File: src/rtl/k423_pcu_pkg.sv
`default_nettype none
// ============================================================================
// Module   : k423_pcu_pkg
// Brief    : Shared types and control encodings for the k423 pipeline control unit
// Revision : 1.0 - initial release
// ============================================================================
package k423_pcu_pkg;

    typedef enum logic [1:0] {
        RUN       = 2'd0,
        F_DRAIN   = 2'd1,
        F_INV     = 2'd2,
        F_RESTART = 2'd3
    } pcu_state_e;

    typedef struct packed {
        logic stall_pc;
        logic stall_if_id;
        logic stall_id_ex;
        logic stall_ex_mem;
        logic clear_if_id;
        logic clear_id_ex;
        logic clear_ex_mem;
        logic clear_mem_wb;
    } pcu_ctrl_t;

    localparam pcu_ctrl_t c_ctrl_none    = 8'b0000_0000;
    localparam pcu_ctrl_t c_ctrl_trap    = 8'b0000_1111;
    localparam pcu_ctrl_t c_ctrl_lsu     = 8'b1111_0001;
    localparam pcu_ctrl_t c_ctrl_mispred = 8'b0000_1100;
    localparam pcu_ctrl_t c_ctrl_mdu     = 8'b1110_0010;
    // Fence holds the PC and lets the fence itself leave ID while younger fetches die
    localparam pcu_ctrl_t c_ctrl_fence   = 8'b1000_1000;
    localparam pcu_ctrl_t c_ctrl_lduse   = 8'b1100_0100;

endpackage
`default_nettype wire

File: src/rtl/k423_pcu_fence_fsm.sv
`default_nettype none
// ============================================================================
// Module   : k423_pcu_fence_fsm
// Brief    : fence.i drain/invalidate/restart sequencer with fence PC capture
// Revision : 1.0 - initial release
// ============================================================================
module k423_pcu_fence_fsm
    import k423_pcu_pkg::*;
#(
    parameter int ADDR_W = 32
) (
    input  logic              clk_i,
    input  logic              rst_i,
    input  logic              start_i,
    input  logic              trap_i,
    input  logic              drained_i,
    input  logic              inv_done_i,
    input  logic [ADDR_W-1:0] fence_pc_i,
    output pcu_state_e        state_o,
    output logic              inv_pulse_o,
    output logic [ADDR_W-1:0] restart_pc_o
);

    localparam logic [1:0] c_st_run     = 2'd0;
    localparam logic [1:0] c_st_drain   = 2'd1;
    localparam logic [1:0] c_st_inv     = 2'd2;
    localparam logic [1:0] c_st_restart = 2'd3;

    logic [1:0]        r_state;
    logic [1:0]        w_state_nxt;
    logic [ADDR_W-1:0] r_fence_pc;
    logic              r_inv_sent;

    always_comb begin
        w_state_nxt = r_state;
        case (r_state)
            c_st_run: begin
                if (start_i) w_state_nxt = c_st_drain;
            end
            c_st_drain: begin
                if (trap_i)         w_state_nxt = c_st_run;
                else if (drained_i) w_state_nxt = c_st_inv;
            end
            c_st_inv: begin
                if (trap_i)          w_state_nxt = c_st_run;
                else if (inv_done_i) w_state_nxt = c_st_restart;
            end
            c_st_restart: w_state_nxt = c_st_run;
            default:      w_state_nxt = c_st_run;
        endcase
    end

    always_ff @(posedge clk_i) begin
        if (rst_i) begin
            r_state    <= c_st_run;
            r_fence_pc <= '0;
            r_inv_sent <= 1'b0;
        end else begin
            r_state    <= w_state_nxt;
            // Marks that the invalidate already went out for this F_INV visit
            r_inv_sent <= (r_state == c_st_inv);
            if ((r_state == c_st_run) && start_i) r_fence_pc <= fence_pc_i;
        end
    end

    assign state_o      = pcu_state_e'(r_state);
    assign inv_pulse_o  = (r_state == c_st_inv) && !r_inv_sent && !trap_i;
    assign restart_pc_o = r_fence_pc + ADDR_W'(4);

endmodule
`default_nettype wire

File: src/rtl/k423_pcu.sv
`default_nettype none
// ============================================================================
// Module   : k423_pcu
// Brief    : k423 pipeline control unit - hazard/redirect/trap priority and stall counter
// Revision : 1.0 - initial release
// ============================================================================
module k423_pcu
    import k423_pcu_pkg::*;
#(
    parameter int ADDR_W = 32,
    parameter int CNT_W  = 32
) (
    input  logic              clk_i,
    input  logic              rst_i,
    input  logic              id_vld_i,
    input  logic [ADDR_W-1:0] id_pc_i,
    input  logic              id_ld_use_hzd_i,
    input  logic              id_fence_i,
    input  logic              ex_vld_i,
    input  logic              mem_vld_i,
    input  logic              wb_vld_i,
    input  logic              ex_bpu_mispred_i,
    input  logic [ADDR_W-1:0] ex_redirect_pc_i,
    input  logic              ex_mdu_busy_i,
    input  logic              mem_lsu_stall_i,
    input  logic              mem_trap_i,
    input  logic [ADDR_W-1:0] mem_trap_pc_i,
    input  logic              icache_inv_done_i,
    output logic              pcu_stall_pc_o,
    output logic              pcu_stall_if_id_o,
    output logic              pcu_stall_id_ex_o,
    output logic              pcu_stall_ex_mem_o,
    output logic              pcu_clear_if_id_o,
    output logic              pcu_clear_id_ex_o,
    output logic              pcu_clear_ex_mem_o,
    output logic              pcu_clear_mem_wb_o,
    output logic              pcu_redirect_vld_o,
    output logic [ADDR_W-1:0] pcu_redirect_pc_o,
    output logic              pcu_icache_inv_o,
    output logic [CNT_W-1:0]  pcu_stall_cnt_o
);

    pcu_state_e        w_state;
    logic              w_inv_pulse;
    logic [ADDR_W-1:0] w_restart_pc;
    logic              w_fence_start;
    pcu_ctrl_t         w_ctrl;
    pcu_ctrl_t         w_ctrl_out;
    logic              w_redir_vld;
    logic [ADDR_W-1:0] w_redir_pc;
    logic [CNT_W-1:0]  r_stall_cnt;

    k423_pcu_fence_fsm #(
        .ADDR_W (ADDR_W)
    ) u_fence_fsm (
        .clk_i        (clk_i),
        .rst_i        (rst_i),
        .start_i      (w_fence_start),
        .trap_i       (mem_trap_i),
        .drained_i    (!ex_vld_i && !mem_vld_i && !wb_vld_i),
        .inv_done_i   (icache_inv_done_i),
        .fence_pc_i   (id_pc_i),
        .state_o      (w_state),
        .inv_pulse_o  (w_inv_pulse),
        .restart_pc_o (w_restart_pc)
    );

    always_comb begin
        w_ctrl        = c_ctrl_none;
        w_redir_vld   = 1'b0;
        w_redir_pc    = '0;
        w_fence_start = 1'b0;
        if (mem_trap_i) begin
            w_ctrl      = c_ctrl_trap;
            w_redir_vld = 1'b1;
            w_redir_pc  = mem_trap_pc_i;
        end else if (mem_lsu_stall_i && (w_state == RUN || w_state == F_DRAIN)) begin
            w_ctrl = c_ctrl_lsu;
        end else begin
            case (w_state)
                RUN: begin
                    if (ex_bpu_mispred_i) begin
                        w_ctrl      = c_ctrl_mispred;
                        w_redir_vld = 1'b1;
                        w_redir_pc  = ex_redirect_pc_i;
                    end else if (ex_mdu_busy_i) begin
                        w_ctrl = c_ctrl_mdu;
                    end else if (id_fence_i && id_vld_i) begin
                        w_ctrl        = c_ctrl_fence;
                        w_fence_start = 1'b1;
                    end else if (id_ld_use_hzd_i) begin
                        w_ctrl = c_ctrl_lduse;
                    end
                end
                F_DRAIN, F_INV: w_ctrl = c_ctrl_fence;
                F_RESTART: begin
                    w_redir_vld = 1'b1;
                    w_redir_pc  = w_restart_pc;
                end
                default: w_ctrl = c_ctrl_none;
            endcase
        end
    end

    // Outputs are forced quiet while reset is held so no pulse leaks out mid-fence
    assign w_ctrl_out         = rst_i ? c_ctrl_none : w_ctrl;
    assign pcu_stall_pc_o     = w_ctrl_out.stall_pc;
    assign pcu_stall_if_id_o  = w_ctrl_out.stall_if_id;
    assign pcu_stall_id_ex_o  = w_ctrl_out.stall_id_ex;
    assign pcu_stall_ex_mem_o = w_ctrl_out.stall_ex_mem;
    assign pcu_clear_if_id_o  = w_ctrl_out.clear_if_id;
    assign pcu_clear_id_ex_o  = w_ctrl_out.clear_id_ex;
    assign pcu_clear_ex_mem_o = w_ctrl_out.clear_ex_mem;
    assign pcu_clear_mem_wb_o = w_ctrl_out.clear_mem_wb;
    assign pcu_redirect_vld_o = w_redir_vld && !rst_i;
    assign pcu_redirect_pc_o  = rst_i ? '0 : w_redir_pc;
    assign pcu_icache_inv_o   = w_inv_pulse && !rst_i;

    always_ff @(posedge clk_i) begin
        if (rst_i) begin
            r_stall_cnt <= '0;
        end else if (pcu_stall_pc_o && (r_stall_cnt != '1)) begin
            r_stall_cnt <= r_stall_cnt + CNT_W'(1);
        end
    end

    assign pcu_stall_cnt_o = r_stall_cnt;

endmodule
`default_nettype wire

File: config.mk
export PLATFORM = sky130hd
export DESIGN_NAME = k423_pcu
export DESIGN_NICKNAME = d
export VERILOG_FILES = /design/src/rtl/k423_pcu_pkg.sv /design/src/rtl/k423_pcu_fence_fsm.sv /design/src/rtl/k423_pcu.sv
export SDC_FILE = /design/constraint.sdc
export NUM_CORES = 1
export LEC_CHECK = 0
export ABC_CLOCK_PERIOD_IN_PS = 2400
export CAP_MARGIN = 20
export CELL_PAD_IN_SITES_DETAIL_PLACEMENT = 1
export CELL_PAD_IN_SITES_GLOBAL_PLACEMENT = 2
export CORE_MARGIN = 4
export CORE_UTILIZATION = 34
export DETAILED_ROUTE_END_ITERATION = 7
export DONT_BUFFER_PORTS = 1
export GPL_TIMING_DRIVEN = 0
export PLACE_DENSITY_LB_ADDON = 0.3
export RECOVER_POWER = 25
export SYNTH_ARGS = -nofsm -noshare
export SYNTH_HDL_FRONTEND = slang
export SYNTH_SLANG_ARGS = --single-unit
File: constraint.sdc
create_clock -name clk_i -period 2.4 [get_ports clk_i]
set_input_delay 0.36 -clock clk_i [delete_from_list [all_inputs] [get_ports clk_i]]
set_output_delay 0.36 -clock clk_i [all_outputs]
set_load 0.02 [all_outputs]
==> impl_summary.log <==
INFO  metric place.port_buffers = 0
INFO  metric dr.first_iter.drc_count = 459
INFO  metric worst_ir_drop_vdd = 0.264 mV
INFO  metric leakage = 0.00234 µW
INFO  metric ys_top_cells_by_count = sky130_fd_sc_hd__nand2_1 (102), sky130_fd_sc_hd__a21oi_1 (81), sky130_fd_sc_hd__dfxtp_1 (67)
INFO  metric placementRows = 42
INFO  metric violations = negative setup slack
INFO  metric run_status = finished, violations left
INFO  metric die_span_in_x = 126 µm
INFO  metric yosysMostFrequentCell = sky130_fd_sc_hd__nand2_1
INFO  metric layout.cells.non_filler = 910
INFO  metric synth.yosys.seq_area_share = 28.2%
INFO  metric routed_wire_length = 23400 µm
INFO  metric post_synth_main_area_contributors = sky130_fd_sc_hd__dfxtp_1 (28%), sky130_fd_sc_hd__a21oi_1 (8.5%), sky130_fd_sc_hd__nand2_1 (8.0%)
INFO  metric critical_path.reg2reg.startpoint = u_fence_fsm.state_o[0]$_SDFFE_PP0P_
INFO  metric slew_viol_final = 0
INFO  metric highest_achievable_clock_rate = 0.376 GHz
INFO  metric final_nets = 844
INFO  metric worstPathCellList = ha_4 -> nand4_1 -> buf_4 -> buf_6 -> buf_12 -> nor3_4 -> mux2_4 -> a211oi_4
INFO  metric drt_first_pass_iters = 5
INFO  metric wire_length_of_the_first_global_routing_pass = 34500 µm
INFO  metric final_period_util = 111%
INFO  metric syn_area = 4760 µm²
INFO  metric synth.top_cell.area_share = 28.2%
INFO  metric end_kind = output port
INFO  metric drtAntennaViolNets = 0
INFO  metric worst_slew_pin_slew = 1.37 ns
INFO  metric fin_crit = 2.66 ns
INFO  metric clock-root-buffer = sky130_fd_sc_hd__clkbuf_16
INFO  metric layout_setup_ws = -0.258 ns
INFO  metric dpl-instance-area = 5050 µm²
INFO  metric syn_to_final_growth = 49.5%
INFO  metric clk_path_buf_depth = 2
INFO  metric syn_nets = 763
INFO  metric criticalPathCategory = flip-flop to output port
INFO  metric wire_per_inst = 25.7 µm
INFO  metric maxSlewHeadroom = 8.82%
INFO  metric mean_instance_size_in_the_synthesized_netlist = 7.36 µm²
INFO  metric cts.sink_count = 67
INFO  metric fp.dieArea = 16000 µm²
INFO  metric antenna_found_initial = 0
INFO  metric via_count_of_the_first_global_routing_pass = 6116
INFO  metric number_of_cts_inserted_buffers = 9
INFO  metric die_h = 126 µm
INFO  metric fin_skew = 0.00720 ns
INFO  metric synth_cells = 647
INFO  metric detail_route.drc_violations = 0
INFO  metric max_cap_viol_count = 0
INFO  metric synth-seq-cells = 67
INFO  metric place.detailed.instances = 824
INFO  metric cts_tree = done
INFO  metric unrepaired_setup_endpoints_after_global_routing = yes
INFO  metric min-delay-path-class = primary input to flip-flop
INFO  metric clkLatencyLatePin = 0.34 ns
INFO  metric critPathTopFamily = buffers and inverters
INFO  metric cpPeakStageDelay = 0.37 ns
INFO  metric place.gp.congestion = 0.848
INFO  metric worst-path-max-fanout = 3
INFO  metric core_area = 13500 µm²
INFO  metric ys.warnings.count = 0
INFO  metric drive_above_1_share = 38.9%
INFO  metric cp.buffers_inverters = 3
INFO  metric vias_per_cell = 6.37
INFO  metric synth_cell_types = 70
INFO  metric grt_util_all_layers = 26.8%
INFO  metric cellPowerDensity = 515 nW/µm²
INFO  metric critPathSlowestCell = sky130_fd_sc_hd__dfxtp_4
INFO  metric clkSlewWorstSetupHoldPaths = 0.06 ns
INFO  metric ios = 183
INFO  metric endpoints_failing_setup = 25
INFO  metric grt_start_max_net_pins = 13
INFO  metric cp_startpoint = u_fence_fsm.r_fence_pc[2]$_SDFFE_PP0P_
INFO  metric grt_overflow_total = 0
INFO  metric ctsHtreeMaxLevel = 3
INFO  metric hpwlAfterDp = 15000 µm
INFO  metric num_vias = 5800
INFO  metric final-hold-violation-count = 0
INFO  metric required = 2.04 ns
INFO  metric start_util = 35.3%
INFO  metric fin_area = 7120 µm²
INFO  metric async_flop_share = 0%
INFO  metric area_leader_netlist = sky130_fd_sc_hd__dfxtp_1
INFO  metric cp_data_arrival_time = 2.30 ns
INFO  metric start_kind = flip-flop
INFO  metric hp-start = id_pc_i[8]
INFO  metric synth_enable_flop_cells = 0
INFO  metric synth_ff_type = sky130_fd_sc_hd__dfxtp_1
[report_power, final]
group	total, µW	internal (µW)	switching (µW)	leakage (µW)
Combinational	1150	490	656	0.00163
Sequential	1130	1110	22.5	0.000560
Clock	1390	840	551	0.000150
[final cells by class]
| class | instances | area [µm²] |
|---|---|---|
| inverter | 13 | 57.6 |
| tap | 176 | 220 |
| clock buffer | 11 | 243 |
| buffer | 42 | 313 |
| antenna | 1 | 2.50 |
| timing repair buffer | 77 | 679 |
| multi-input combinational | 518 | 4120 |
| sequential | 67 | 1420 |
| clock inverter | 5 | 61.3 |
| fill | 1567 | 6380 |
[final timing paths]
kind	depth (start not counted)	slack, ns	end
max	8	-0.26	pcu_redirect_pc_o[30]
min	2	0.15	u_fence_fsm.r_fence_pc[8]$_SDFFE_PP0P_
max reg2reg	9	-0.02	u_fence_fsm.state_o[1]$_SDFFE_PP0P_
min reg2reg	2	0.48	u_fence_fsm.r_fence_pc[1]$_SDFFE_PP0P_
[sequential cells by signal, indices dropped and copies added, names as in the netlist]
register and flops:
pcu_stall_cnt_o 32, u_fence_fsm.r_fence_pc 32, u_fence_fsm.state_o 2, u_fence_fsm.r_inv_sent 1
[placed cells by master, fill, tap and decap left out, types with 10 or more instances in the layout]
| cell type | count |
|---|---|
| sky130_fd_sc_hd__a21oi_1 | 69 |
| sky130_fd_sc_hd__nor2_1 | 27 |
| sky130_fd_sc_hd__nand4_1 | 18 |
| sky130_fd_sc_hd__a22oi_1 | 14 |
| sky130_fd_sc_hd__buf_4 | 61 |
| sky130_fd_sc_hd__o31ai_1 | 16 |
| sky130_fd_sc_hd__nand3_1 | 20 |
| sky130_fd_sc_hd__clkbuf_16 | 12 |
| sky130_fd_sc_hd__dfxtp_1 | 39 |
| sky130_fd_sc_hd__or4_1 | 17 |
| sky130_fd_sc_hd__clkbuf_2 | 10 |
| sky130_fd_sc_hd__buf_6 | 20 |
| sky130_fd_sc_hd__nor2_4 | 11 |
| sky130_fd_sc_hd__dfxtp_4 | 19 |
| sky130_fd_sc_hd__clkbuf_1 | 13 |
| sky130_fd_sc_hd__nand2_1 | 99 |
[stage by stage]
stage | setup WS, ns | utilization, % | TNS, ns | hold slack [ns] | power (µW)
3_3_place_gp | -0.738 | 37.3 | -31.06 | 0.450 | 1740
2_1_floorplan | 0.0493 | - | 0 | 0.437 | 1610
4_1_cts | -0.318 | 48.8 | -3.24 | 0.143 | 3510
5_1_grt | -0.324 | 52.7 | -5.30 | 0.142 | 3800
6_report | -0.258 | 52.7 | -3.56 | 0.149 | 3670
3_5_place_dp | -0.818 | 37.4 | -22.26 | 0.453 | 1760
[what timing repair did]
item,in CTS,in global routing
buffers inserted,55,21
gates resized for setup,221,102
hold buffers,0,0
pin swaps,55,51
endpoints found under the setup margin,97,81
cloned,1,2
hold endpoints to repair,0,0
[cell families (layout without fill, tap and decap cells)]
logic type                 after synthesis  count (layout)  synth area share, %
muxes                                    9               9                 2.10
other                                    0               1                    0
and+or+nand+nor                        293             293                 33.1
AOI/OAI and AO/OA                      197             197                 27.1
xor gates and xnor gates                12              12                 2.21
DFF                                     67              67                 28.2
adders and majority gates                7               7                 1.84
buffers and inverters                   62             148                 5.49
[layer usage]
layer | routed length (µm) | GRT usage, % | vias up
met1 | 9690 | 33.7 | 2905
li1 | - | - | 2593
met5 | 0 | 0 | -
met4 | 684 | 10.0 | 0
met2 | 11500 | 44.3 | 259
met3 | 1560 | 6.64 | 43
No activity file was read; power rests on OpenSTA's default activity.
